==> src/rtl/object_slot_arbiter_pkg.sv <==
// Shared sizes and object type codes for the gamedata object-slot table.
// Type codes match the values the gamedata writer stores in each slot.
package object_slot_arbiter_pkg;
    localparam int NSLOT   = 8;
    localparam int NREQ    = 3;
    localparam int TYPELEN = 3;
    localparam int IDXW    = $clog2(NSLOT);
    localparam int RPW     = $clog2(NREQ);

    typedef enum logic [TYPELEN-1:0] {
        OBJ_EMPTY = 3'd0,
        OBJ_ENEMY = 3'd1,
        OBJ_CLOUD = 3'd2,
        OBJ_BONUS = 3'd3
    } obj_type_e;

    typedef enum logic [1:0] {
        ST_IDLE  = 2'd0,
        ST_ALLOC = 2'd1,
        ST_DONE  = 2'd2
    } state_e;
endpackage

==> src/rtl/object_slot_arbiter_rr_pick.sv <==
// Combinational round-robin picker: first set request at or after ptr_i, wrapping.
module rr_pick
    import object_slot_arbiter_pkg::*;
#(
    parameter int N  = NREQ,
    parameter int PW = RPW
) (
    input  logic [N-1:0]  req_i,
    input  logic [PW-1:0] ptr_i,
    output logic [PW-1:0] winner_o,
    output logic          any_o
);
    int idx;

    // Scan farthest-first so the candidate nearest ptr_i is the last to overwrite.
    always_comb begin
        winner_o = '0;
        any_o    = 1'b0;
        idx      = 0;
        for (int k = N - 1; k >= 0; k--) begin
            idx = (int'(ptr_i) + k) % N;
            if (req_i[idx]) begin
                winner_o = idx[PW-1:0];
                any_o    = 1'b1;
            end
        end
    end
endmodule

==> src/rtl/object_slot_arbiter.sv <==
// Round-robin arbiter handing out free gamedata object slots to spawners,
// with a busy bitmap, lowest-free-slot allocation and a retire (free) port.
module object_slot_arbiter
    import object_slot_arbiter_pkg::*;
(
    input  logic                    clk3,
    input  logic                    rst_n,
    input  logic                    clear,
    input  logic [NREQ-1:0]         req,
    input  logic [NREQ*TYPELEN-1:0] req_type,
    output logic [NREQ-1:0]         gnt,
    output logic [NREQ-1:0]         fail,
    output logic [IDXW-1:0]         gnt_slot,
    output logic                    wr_en,
    output logic [IDXW-1:0]         wr_slot,
    output logic [TYPELEN-1:0]      wr_type,
    input  logic                    free_valid,
    input  logic [IDXW-1:0]         free_slot,
    output logic [NSLOT-1:0]        slot_busy,
    output logic                    full
);
    state_e               state_q, state_d;
    logic [RPW-1:0]       rr_q, rr_d, winner_q, winner_d, pick;
    logic                 pick_any;
    logic [NSLOT-1:0]     busy_q, busy_d, free_vec, avail;
    logic                 avail_any;
    logic [IDXW-1:0]      low_idx;
    logic [NREQ-1:0]      gnt_q, gnt_d, fail_q, fail_d;
    logic [IDXW-1:0]      gslot_q, gslot_d, wslot_q, wslot_d;
    logic [TYPELEN-1:0]   wtype_q, wtype_d;
    logic                 wr_en_q, wr_en_d;

    rr_pick #(.N(NREQ), .PW(RPW)) u_pick (
        .req_i    (req),
        .ptr_i    (rr_q),
        .winner_o (pick),
        .any_o    (pick_any)
    );

    // Out-of-range free_slot matches no bit, so it is silently ignored.
    always_comb begin
        free_vec = '0;
        for (int i = 0; i < NSLOT; i++)
            free_vec[i] = free_valid && (free_slot == IDXW'(i));
    end

    // Same-edge free is applied before looking for a free slot.
    assign avail     = ~(busy_q & ~free_vec);
    assign avail_any = |avail;

    always_comb begin
        low_idx = '0;
        for (int i = NSLOT - 1; i >= 0; i--)
            if (avail[i]) low_idx = IDXW'(i);
    end

    always_comb begin
        state_d  = state_q;
        rr_d     = rr_q;
        winner_d = winner_q;
        busy_d   = busy_q & ~free_vec;
        gnt_d    = '0;
        fail_d   = '0;
        wr_en_d  = 1'b0;
        gslot_d  = gslot_q;
        wslot_d  = wslot_q;
        wtype_d  = wtype_q;
        case (state_q)
            ST_IDLE: begin
                if (pick_any) begin
                    state_d  = ST_ALLOC;
                    winner_d = pick;
                end
            end
            ST_ALLOC: begin
                state_d = ST_DONE;
                rr_d    = (winner_q == RPW'(NREQ - 1)) ? '0 : winner_q + 1'b1;
                if (avail_any) begin
                    busy_d[low_idx] = 1'b1;
                    gnt_d[winner_q] = 1'b1;
                    gslot_d         = low_idx;
                    wr_en_d         = 1'b1;
                    wslot_d         = low_idx;
                    wtype_d         = req_type[winner_q*TYPELEN +: TYPELEN];
                end else begin
                    fail_d[winner_q] = 1'b1;
                end
            end
            ST_DONE: state_d = ST_IDLE;
            default: state_d = ST_IDLE;
        endcase
        // Restart aborts anything in flight, including a same-edge allocation.
        if (clear) begin
            state_d = ST_IDLE;
            busy_d  = '0;
            rr_d    = '0;
            gnt_d   = '0;
            fail_d  = '0;
            wr_en_d = 1'b0;
        end
    end

    always_ff @(posedge clk3 or negedge rst_n) begin
        if (!rst_n) begin
            state_q  <= ST_IDLE;
            rr_q     <= '0;
            winner_q <= '0;
            busy_q   <= '0;
            gnt_q    <= '0;
            fail_q   <= '0;
            wr_en_q  <= 1'b0;
            gslot_q  <= '0;
            wslot_q  <= '0;
            wtype_q  <= '0;
        end else begin
            state_q  <= state_d;
            rr_q     <= rr_d;
            winner_q <= winner_d;
            busy_q   <= busy_d;
            gnt_q    <= gnt_d;
            fail_q   <= fail_d;
            wr_en_q  <= wr_en_d;
            gslot_q  <= gslot_d;
            wslot_q  <= wslot_d;
            wtype_q  <= wtype_d;
        end
    end

    assign gnt       = gnt_q;
    assign fail      = fail_q;
    assign gnt_slot  = gslot_q;
    assign wr_en     = wr_en_q;
    assign wr_slot   = wslot_q;
    assign wr_type   = wtype_q;
    assign slot_busy = busy_q;
    assign full      = &busy_q;
endmodule

==> config.mk <==
export PLATFORM = sky130hd
export DESIGN_NAME = object_slot_arbiter
export DESIGN_NICKNAME = d
export VERILOG_FILES = /design/src/rtl/object_slot_arbiter_pkg.sv /design/src/rtl/object_slot_arbiter_rr_pick.sv /design/src/rtl/object_slot_arbiter.sv
export SDC_FILE = /design/constraint.sdc
export NUM_CORES = 1
export LEC_CHECK = 0
export ABC_AREA = 1
export CELL_PAD_IN_SITES_DETAIL_PLACEMENT = 2
export CELL_PAD_IN_SITES_GLOBAL_PLACEMENT = 2
export CORE_MARGIN = 1
export CORE_UTILIZATION = 23
export CTS_CLUSTER_DIAMETER = 80
export CTS_CLUSTER_SIZE = 12
export DETAILED_ROUTE_END_ITERATION = 16
export GPL_TIMING_DRIVEN = 0
export PLACE_DENSITY = 0.82
export SLEW_MARGIN = 20
export SYNTH_ARGS = -nofsm -noshare
export SYNTH_HDL_FRONTEND = slang
export SYNTH_SLANG_ARGS = --single-unit
export TNS_END_PERCENT = 30
==> constraint.sdc <==
create_clock -name clk3 -period 1.6 [get_ports clk3]
set_clock_uncertainty 0.05 [all_clocks]
set_input_delay 0.32 -clock clk3 [delete_from_list [all_inputs] [get_ports clk3]]
set_output_delay 0.32 -clock clk3 [all_outputs]
set_load 0.02 [all_outputs]
Word level (Yosys, flattened, before mapping)
Index checks and enable logic that the tools add are counted.
W data, S select, Z words.

cells by class
  $add $sub $neg = 3
  multipliers = 1
  divide/modulo/power cells = 3
  $lt $le $gt $ge = 7
  equality and inequality tests = 10
  shifts and indexed selects = 1
  muxes and demuxes = 45
  bitwise operators = 4
  reduce and logical (&&, ||, !) cells = 17

operator list
  operator                 count
  $lt A32 B4 Y1 const B    3
  $mod A32 B3 Y32 const B  2
  $mux W3                  14
  $mod A3 B3 Y32 const B   1
  $mux W8                  3
  $mux W2                  8
  $not A8 Y8               2
  $mux W1                  14
  $eq A3 B3 Y1 const B     4
  $logic_and A1 B1 Y1      10
  $shiftx A9 B5 Y3         1
  $and A8 B8 Y8            1
  $or A8 B8 Y8             1
  $reduce_and A8 Y1        1
  $reduce_or A8 Y1         1
  $bmux W1 S2              3
  $eq A3 B2 Y1 const B     2
  $lt A3 B4 Y1 const B     1
  $mul A2 B2 Y4 const B    1
  $pmux W2 S2              1
  $reduce_and A2 Y1        2
  $add A2 B1 Y3 const B    1
  $add A2 B2 Y3 const B    1
  $demux W1 S3             1
  12 further kinds         12

word-level totals
  register bits after elaboration = 27
  bits of input ports = 19
  output and inout bits = 25
  logic and storage cells = 100

Logic depth before layout (Yosys ltp)
Gate-level depths: netlist (run 1).

  depth after elaboration = 21
  mapped depth = 14
  mapped depth without buffers = 14

By module
From an unflattened synthesis (run 1), not the netlist that was laid out.

unflattened totals
  cells, all modules = 211
  area, all modules = 1627.8 um2

by module, submodules not included
  module               instances  cells each  area each (um2)  seq. area each (um2)
  object_slot_arbiter  1          170         1417.6           675.6
  rr_pick              1          41          210.2            0.0

Worst setup path after synthesis (run 1)
No wires, ideal clock.

  path kind = register -> register
  start point = register rr_q[1]
  end point = register winner_q[0]
  library setup time = 0.134 ns
  arrival = 1.403 ns
  data required time = 1.416 ns
  setup slack = 0.012 ns
  cell stages (with the launch flop) = 8
  path buffers = 0
  clock period less this slack = 1.588 ns
  path through = dfrtp_1 > inv_1 > ha_1 > o21ai_0 > a21oi_1 > o211ai_1 > o21ai_1 > o21ai_0

on the way
  longest elaborated chain between the ends = 9
  elaborated cells on any way between the ends = 21
  classes of those cells = add/sub (2); div (3); mux (15); reduce/logical (1)

RTL lines
  what                                        RTL line                           RTL
  start: declaration                          object_slot_arbiter.sv:23          logic [RPW-1:0] rr_q, rr_d, winner_q, winner_d, pick;
  start signal: assignment                    object_slot_arbiter.sv:117         rr_q <= rr_d;
  $add A2 B2 Y3                               object_slot_arbiter_rr_pick.sv:21  idx = (int'(ptr_i) + k) % N;
  $mod A32 B3 Y32                             object_slot_arbiter_rr_pick.sv:21
  $bmux W1 S2                                 object_slot_arbiter_rr_pick.sv:22  if (req_i[idx]) begin
  $mux W1 (implied by the code) (2 in a row)  object_slot_arbiter_rr_pick.sv:22
  $mux W1 (3 in a row)                        object_slot_arbiter_rr_pick.sv:22
  $reduce_and A2 Y1 (no line)                 -
  end signal: assignment                      object_slot_arbiter.sv:118         winner_q <= winner_d;
  end: declaration                            object_slot_arbiter.sv:23

Several ways; a longest one is shown, not always the timed one. The select of a mux whose other input is x is not followed.
A chain may end at the register's enable or synchronous reset.

Final worst setup path (run 1)
  start point = register rr_q[0]
  end point = register winner_q[1]

The elaborated chain is that of the path after synthesis.

==> impl_metrics.ini, run 1 <==
[run_status]
status = finished, violations left
violations = hold timing, setup timing

[final_layout]
fillCellCount = 673
most-common-layout-cells = nand2_1 (34), nor2_1 (25), dfrtp_1 (25)
antennaDiodeCount = 0
fin_cells = 318
nets = 265
area_growth_pct = 59.1
postLayoutCellArea_um2 = 2300
drive_above_1_share_pct = 31.7
layout_commonest_cell = nand2_1

[synth]
yosys_register_bits = 27
synthesis.area_um2 = 1440
synth_nets = 204
ys_types = 25
syn_avg_cell_area_um2 = 7.88
ys_warn_count = 0
yosysSeqAreaShare_pct = 46.8
postSynthCellCount = 183

[floorplan]
fp-row-count = 28
die_x_um = 81.2
io_pins = 44
core-area_um2 = 5990
die-area_um2 = 6590
die_h_um = 81.2
initial_core_util_pct = 24.1

[critical_path]
cpMostUsedCell = inv_2
critPathCaptureType = flop
arrival_ns = 1.76
crit_type = reg2reg
slowest_delay_ns = 0.43
critPathRequiredTime_ns = 1.73
crit_chain = inv_2, ha_4, inv_2, nand3_1, o21ai_4, o21ai_1, a21oi_2, o21ai_2
crit_buf_inv = 2
path_max_fanout = 5
cp-start-kind = flop
cp_top_family = compound AO/OA/AOI/OAI gates
worst_path_max_delay_cell = dfrtp_1

[power]
p_int_mw = 1.57
finalPower_mw = 2.74
power_frac_comb_pct = 50.7
powerDensity_nw_per_um2 = 1190
irDropWorstVdd_v = 0.000455
swShare_pct = 42.6
leakagePower_nw = 1.19
power_frac_seq_pct = 33.9
clock_power_share_pct = 15.4
p_sw_mw = 1.17

[sta]
hold_violations = 15
finalWorstSetupSlack_ns = -0.0277
period_minus_slack_ns = 1.63
fmax_mhz = 614
whs_ns = -0.00742
slew_headroom_pct = 58.3
drv_slew = 0
tightest_slew_ns = 0.625
rsz0062_at_grt = true
fin_crit_sh_pct = 102
setup_viol = 2

[clock_network]
cts_tree = built
postCtsHoldBufs = 0
cts_sinks = 27
cts-htree-levels = 1
clkTransAtPathRegs_ns = 0.10
tritoncts.num_buffers = 3
clk_path_buf_depth = 2
cts-root-buf = clkbuf_8
clock_latency_ns = 0.28

[place]
place_area_um2 = 1950
gp_congestion = 0.784
io_buffers = 42
placedCellCount = 300
detailed_place_hpwl_mm = 3.44

[route]
drtAntennaViolNets = 0
drtIter0Drc = 104
first_pass_iters = 4
drc = 0
via_count = 1478
routed_via_density = 4.65
wire_per_inst_um = 15.2
routed_wl_mm = 4.84

[job]
drv_cap = 0

[grt]
groute.usage.overall_pct = 16.0
grt_pass1_wl_mm = 7.96
grt_pass1_vias = 1646
grt_max_degree = 28
antenna_found_initial = 0
grt_overflow_total = 0

[min_path]
hp-class = in2async
[layout make-up]
type / instances / area, um^2 / share of cell area, %
plain buffers: 4 / 26.3 / 1.14
clock buffers: 3 / 41.3 / 1.80
clock inverters: 1 / 8.76 / 0.381
inverters: 28 / 108 / 4.69
multi-input cells: 124 / 845 / 36.8
flip-flops and latches: 27 / 678 / 29.5
well taps: 75 / 93.8 / 4.09
repair buffers: 56 / 495 / 21.6
[logic make-up after synthesis]
kind of cell / count (synthesis) / synth area share (%)
flip-flops: 27 / 46.8
AND/OR/NAND/NOR: 86 / 27.2
AO/OA/AOI/OAI: 36 / 15.1
adder cells (fa/ha/maj): 2 / 1.73
buffers and inverters: 32 / 9.11
[cells in the mapped netlist (all sizes together)]
cell	instances	area share [%]
a21oi	5	1.7
a41oi	3	1.8
buf	3	1.6
clkbuf	1	0.26
dfrtp	27	47
ha	2	1.7
inv	28	7.3
nand2	43	12
nand3	3	1.7
nand4	3	1.3
nor2	31	10
nor3	6	2.1
o211ai	1	0.52
o21a	1	0.52
o21ai	19	7.4
o21bai	1	0.52
o22ai	6	2.6
[flip-flops by register name (all words and copies together) (netlist names)]
name,count
slot_busy,8
fail,3
gnt,3
wr_slot,3
wr_type,3
rr_q,2
state_q,2
winner_q,2
wr_en,1
[power by group through the flow]
stage	Clock, mW	Combinational (mW)	Sequential (mW)
3_3_place_gp	0	1.12	0.922
2_1_floorplan	0	0.583	1.02
4_1_cts	0.439	1.33	0.932
3_5_place_dp	0	1.15	0.935
6_report	0.422	1.39	0.930
5_1_grt	0.470	1.52	0.950
[path summary, 6_finish.rpt]
kind,slack (ns),to,cells past startpoint,startpoint
setup reg to reg,-0.03,winner_q[1]$_DFFE_PN0P_,8,rr_q[0]$_DFFE_PN0P_
hold reg to reg,0.49,wr_slot[0]$_DFFE_PN0P_,2,wr_slot[0]$_DFFE_PN0P_
setup / recovery,-0.03,winner_q[1]$_DFFE_PN0P_,8,rr_q[0]$_DFFE_PN0P_
min in group clk3,0.41,state_q[0]$_DFFE_PN0P_,2,clear
max in group asynchronous,1.07,slot_busy[6]$_DFF_PN0_,1,rst_n
hold / removal,-0.007,slot_busy[3]$_DFF_PN0_,1,rst_n
[layer usage]
metal  share of wire (%)  vias to the layer above  GRT usage [%]  wire (um)
met2                  52                       40           30.2       2520
met4                 1.3                        0           4.29         65
met3                 3.7                        6           1.69        178
li1                    -                      712              -          -
met1                  43                      720           18.9       2080
met5                   0                        -              0          0
[metrics by stage]
step	TNS (ns)	hold WS, ns	utilization [%]	worst slack, ns
final	-0.0553	-0.00742	38.3	-0.0277
after global routing	-0.403	0.0279	38.3	-0.149
after CTS	-0.0938	0.0182	37.3	-0.0577
after detailed placement	-9.78	0.330	32.6	-0.683
after global placement	-15.36	0.455	32.7	-0.650
after floorplan	0	-0.0256	-	0.0124
[worst reg2reg max path: cells and delay by family (launching register included)]
| family | cells | cell delay (ns) |
|---|---|---|
| compound gates | 4 | 0.45 |
| simple gates | 1 | 0.16 |
| flops | 1 | 0.43 |
| fa+ha+maj | 1 | 0.24 |
| buf+inv | 2 | 0.18 |
[what timing repair did]
item | 4_1_cts | 5_1_grt
setup buffers | 12 | 2
pin swaps | 18 | 10
setup endpoints to repair | 39 | 27
gates resized for setup | 71 | 25
Power figures use the tool's default switching activity.
==> inputs of run 2 (changes only) <==
GPL_ROUTABILITY_DRIVEN = 0   (was not set)
==> results of run 2 <==
Final layout, timing and power as in run 1 (identical DEF).
==> inputs of run 3 (changes only) <==
CORE_UTILIZATION = 28   (was 23)
PLACE_DENSITY = 0.93   (was 0.82)
clock period = 1.9 ns   (was 1.6 ns; I/O delays follow)
==> run 3 against run 2 <==
  * The flow now finishes without violations
  * First-iteration DRC count shrank 54%
  * Hold slack improved by 0.055 ns
  * Register-to-register slack improved by 0.11 ns
  * Flip-flop and latch count unchanged
  * Highest routed layer unchanged
==> impl_metrics.ini, run 3 (synthesis results as in run 1) <==
[grt]
groute.usage.overall_pct = 19.3
grt_overflow_total = 0
grt_pass1_vias = 1548
grt_pass1_wl_mm = 7.80
grt_max_degree = 28
antenna_found_initial = 0

[place]
dp_slack_ns = -0.444
io_buffers = 42
detailed_place_hpwl_mm = 3.60

[power]
swShare_pct = 41.7
leakagePower_nw = 1.01
finalPower_mw = 2.22
irDropWorstVdd_v = 0.000627
power_frac_seq_pct = 35.0
powerDensity_nw_per_um2 = 1030
p_sw_mw = 0.928
p_int_mw = 1.30
clock_power_share_pct = 16.2
power_frac_comb_pct = 48.8

[critical_path]
r2r_start = rr_q[0]$_DFFE_PN0P_
cp-start-kind = primary input
r2r_cells = 9
crit_buf_inv = 3
slowest_delay_ns = 0.50
critPathCaptureType = flop
critPathRequiredTime_ns = 2.02
crit_path_end = wr_slot[2]$_DFFE_PN0P_
arrival_ns = 1.99
path_max_fanout = 7
rrSetupSlack_ns = 0.08
cp_top_family = simple AND/OR/NAND/NOR gates
crit_start = free_slot[2]
worst_path_max_delay_cell = clkdlybuf4s50_1
crit_cells = 11
crit_type = in2reg
crit_chain = clkdlybuf4s50_1, inv_1, nand2_4, o21ai_4, nor2_4, nand2_4, nor2_8, nor2_4, buf_12, nor2_1, a21oi_1
r2r_end = winner_q[0]$_DFFE_PN0P_

[sta]
finalWorstSetupSlack_ns = 0.0288
fmax_mhz = 534
drv_slew = 0
tightest_slew_ns = 0.625
fin_crit_sh_pct = 98.5
whs_ns = 0.0480
slew_headroom_pct = 58.3
rsz0062_at_grt = true
hold_violations = 0
period_minus_slack_ns = 1.87
setup_viol = 0

[min_path]
hp-class = in2async

[clock_network]
clock_latency_ns = 0.29
clkTransAtPathRegs_ns = 0.10
clk_path_buf_depth = 2
cts_tree = built
cts-htree-levels = 1
cts-root-buf = clkbuf_8
postCtsHoldBufs = 0
tritoncts.num_buffers = 3
cts_sinks = 27

[floorplan]
die-area_um2 = 5440
die_x_um = 73.8
initial_core_util_pct = 29.8
die_h_um = 73.8
io_pins = 44
core-area_um2 = 4850
fp-row-count = 25

[route]
routed_wl_mm = 5.24
via_count = 1485
routed_via_density = 4.87
drtIter0Drc = 48
wire_per_inst_um = 17.2
drtAntennaViolNets = 0
drc = 0
first_pass_iters = 4

[final_layout]
fillCellCount = 552
area_growth_pct = 49.7
antennaDiodeCount = 0
largest_reg_flops = 8
most-common-layout-cells = nand2_1 (37), clkdlybuf4s50_1 (37), dfrtp_1 (27)
drive_above_1_share_pct = 19.3
final_util_pct = 44.5
nets = 260

[job]
drv_cap = 0

[run_status]
status = complete, no violations
==> run 3: cell types whose count changed in the layout (fill, tap and decap cells not counted), moves of 3 or more <==
cell,change
clkdlybuf4s50_1,+25
dlygate4sd2_1,-15
buf_4,-7
inv_1,+5
o21ai_0,+5
inv_2,-4
clkbuf_2,-3
dlymetal6s2s_1,-3
nand2_1,+3
o21ai_4,-3
==> run 3: stage by stage <==
step                      instances  instance area [um^2]  TNS [ns]
final                           305                  2160         0
after global routing            305                  2160    -0.295
after CTS                       299                  2070   -0.0149
after detailed placement        292                  1940     -4.73
after global placement          292                  1950     -3.24
after floorplan                 183                  1440         0
==> run 3: timing repair <==
action	4_1_cts	5_1_grt
setup endpoints to repair	11	15
resized for setup	14	12
pin swaps	3	6
setup buffers	3	6
==> run 3: metal layers <==
metal	vias up	routed length [um]	global-route usage (%)
li1	701	-	-
met5	-	0	0
met3	6	141	2.88
met1	739	2240	23.0
met4	0	72	6.62
met2	39	2790	35.0
==> run 3: worst min path at each step <==
stage / endpoint / slack (ns) / depth (start not counted)
2_1_floorplan: fail[0]$_DFF_PN0_ / 0.03 / 0
3_3_place_gp: wr_slot[0]$_DFFE_PN0P_ / 0.45 / 2
3_5_place_dp: slot_busy[7]$_DFF_PN0_ / 0.38 / 1
4_1_cts: gnt[2]$_DFF_PN0_ / 0.07 / 1
5_1_grt: slot_busy[0]$_DFF_PN0_ / 0.09 / 1
6_report: slot_busy[0]$_DFF_PN0_ / 0.05 / 1
==> run 3: cell type report <==
type | count | area (um^2) | share of cell area [%]
multi-input combinational | 124 | 724 | 33.5
sequential | 27 | 676 | 31.3
timing repair buffer | 51 | 494 | 22.9
inverter | 28 | 105 | 4.87
tap | 67 | 83.8 | 3.88
clock buffer | 3 | 41.3 | 1.91
buffer | 4 | 26.3 | 1.22
clock inverter | 1 | 8.76 | 0.406
==> run 3: power groups by stage <==
stage | combinational (mW) | sequential (mW) | clock, mW
6_report | 1.09 | 0.779 | 0.360
3_5_place_dp | 0.974 | 0.786 | 0
3_3_place_gp | 0.934 | 0.773 | 0
5_1_grt | 1.18 | 0.792 | 0.390
4_1_cts | 1.05 | 0.780 | 0.365
2_1_floorplan | 0.491 | 0.856 | 0
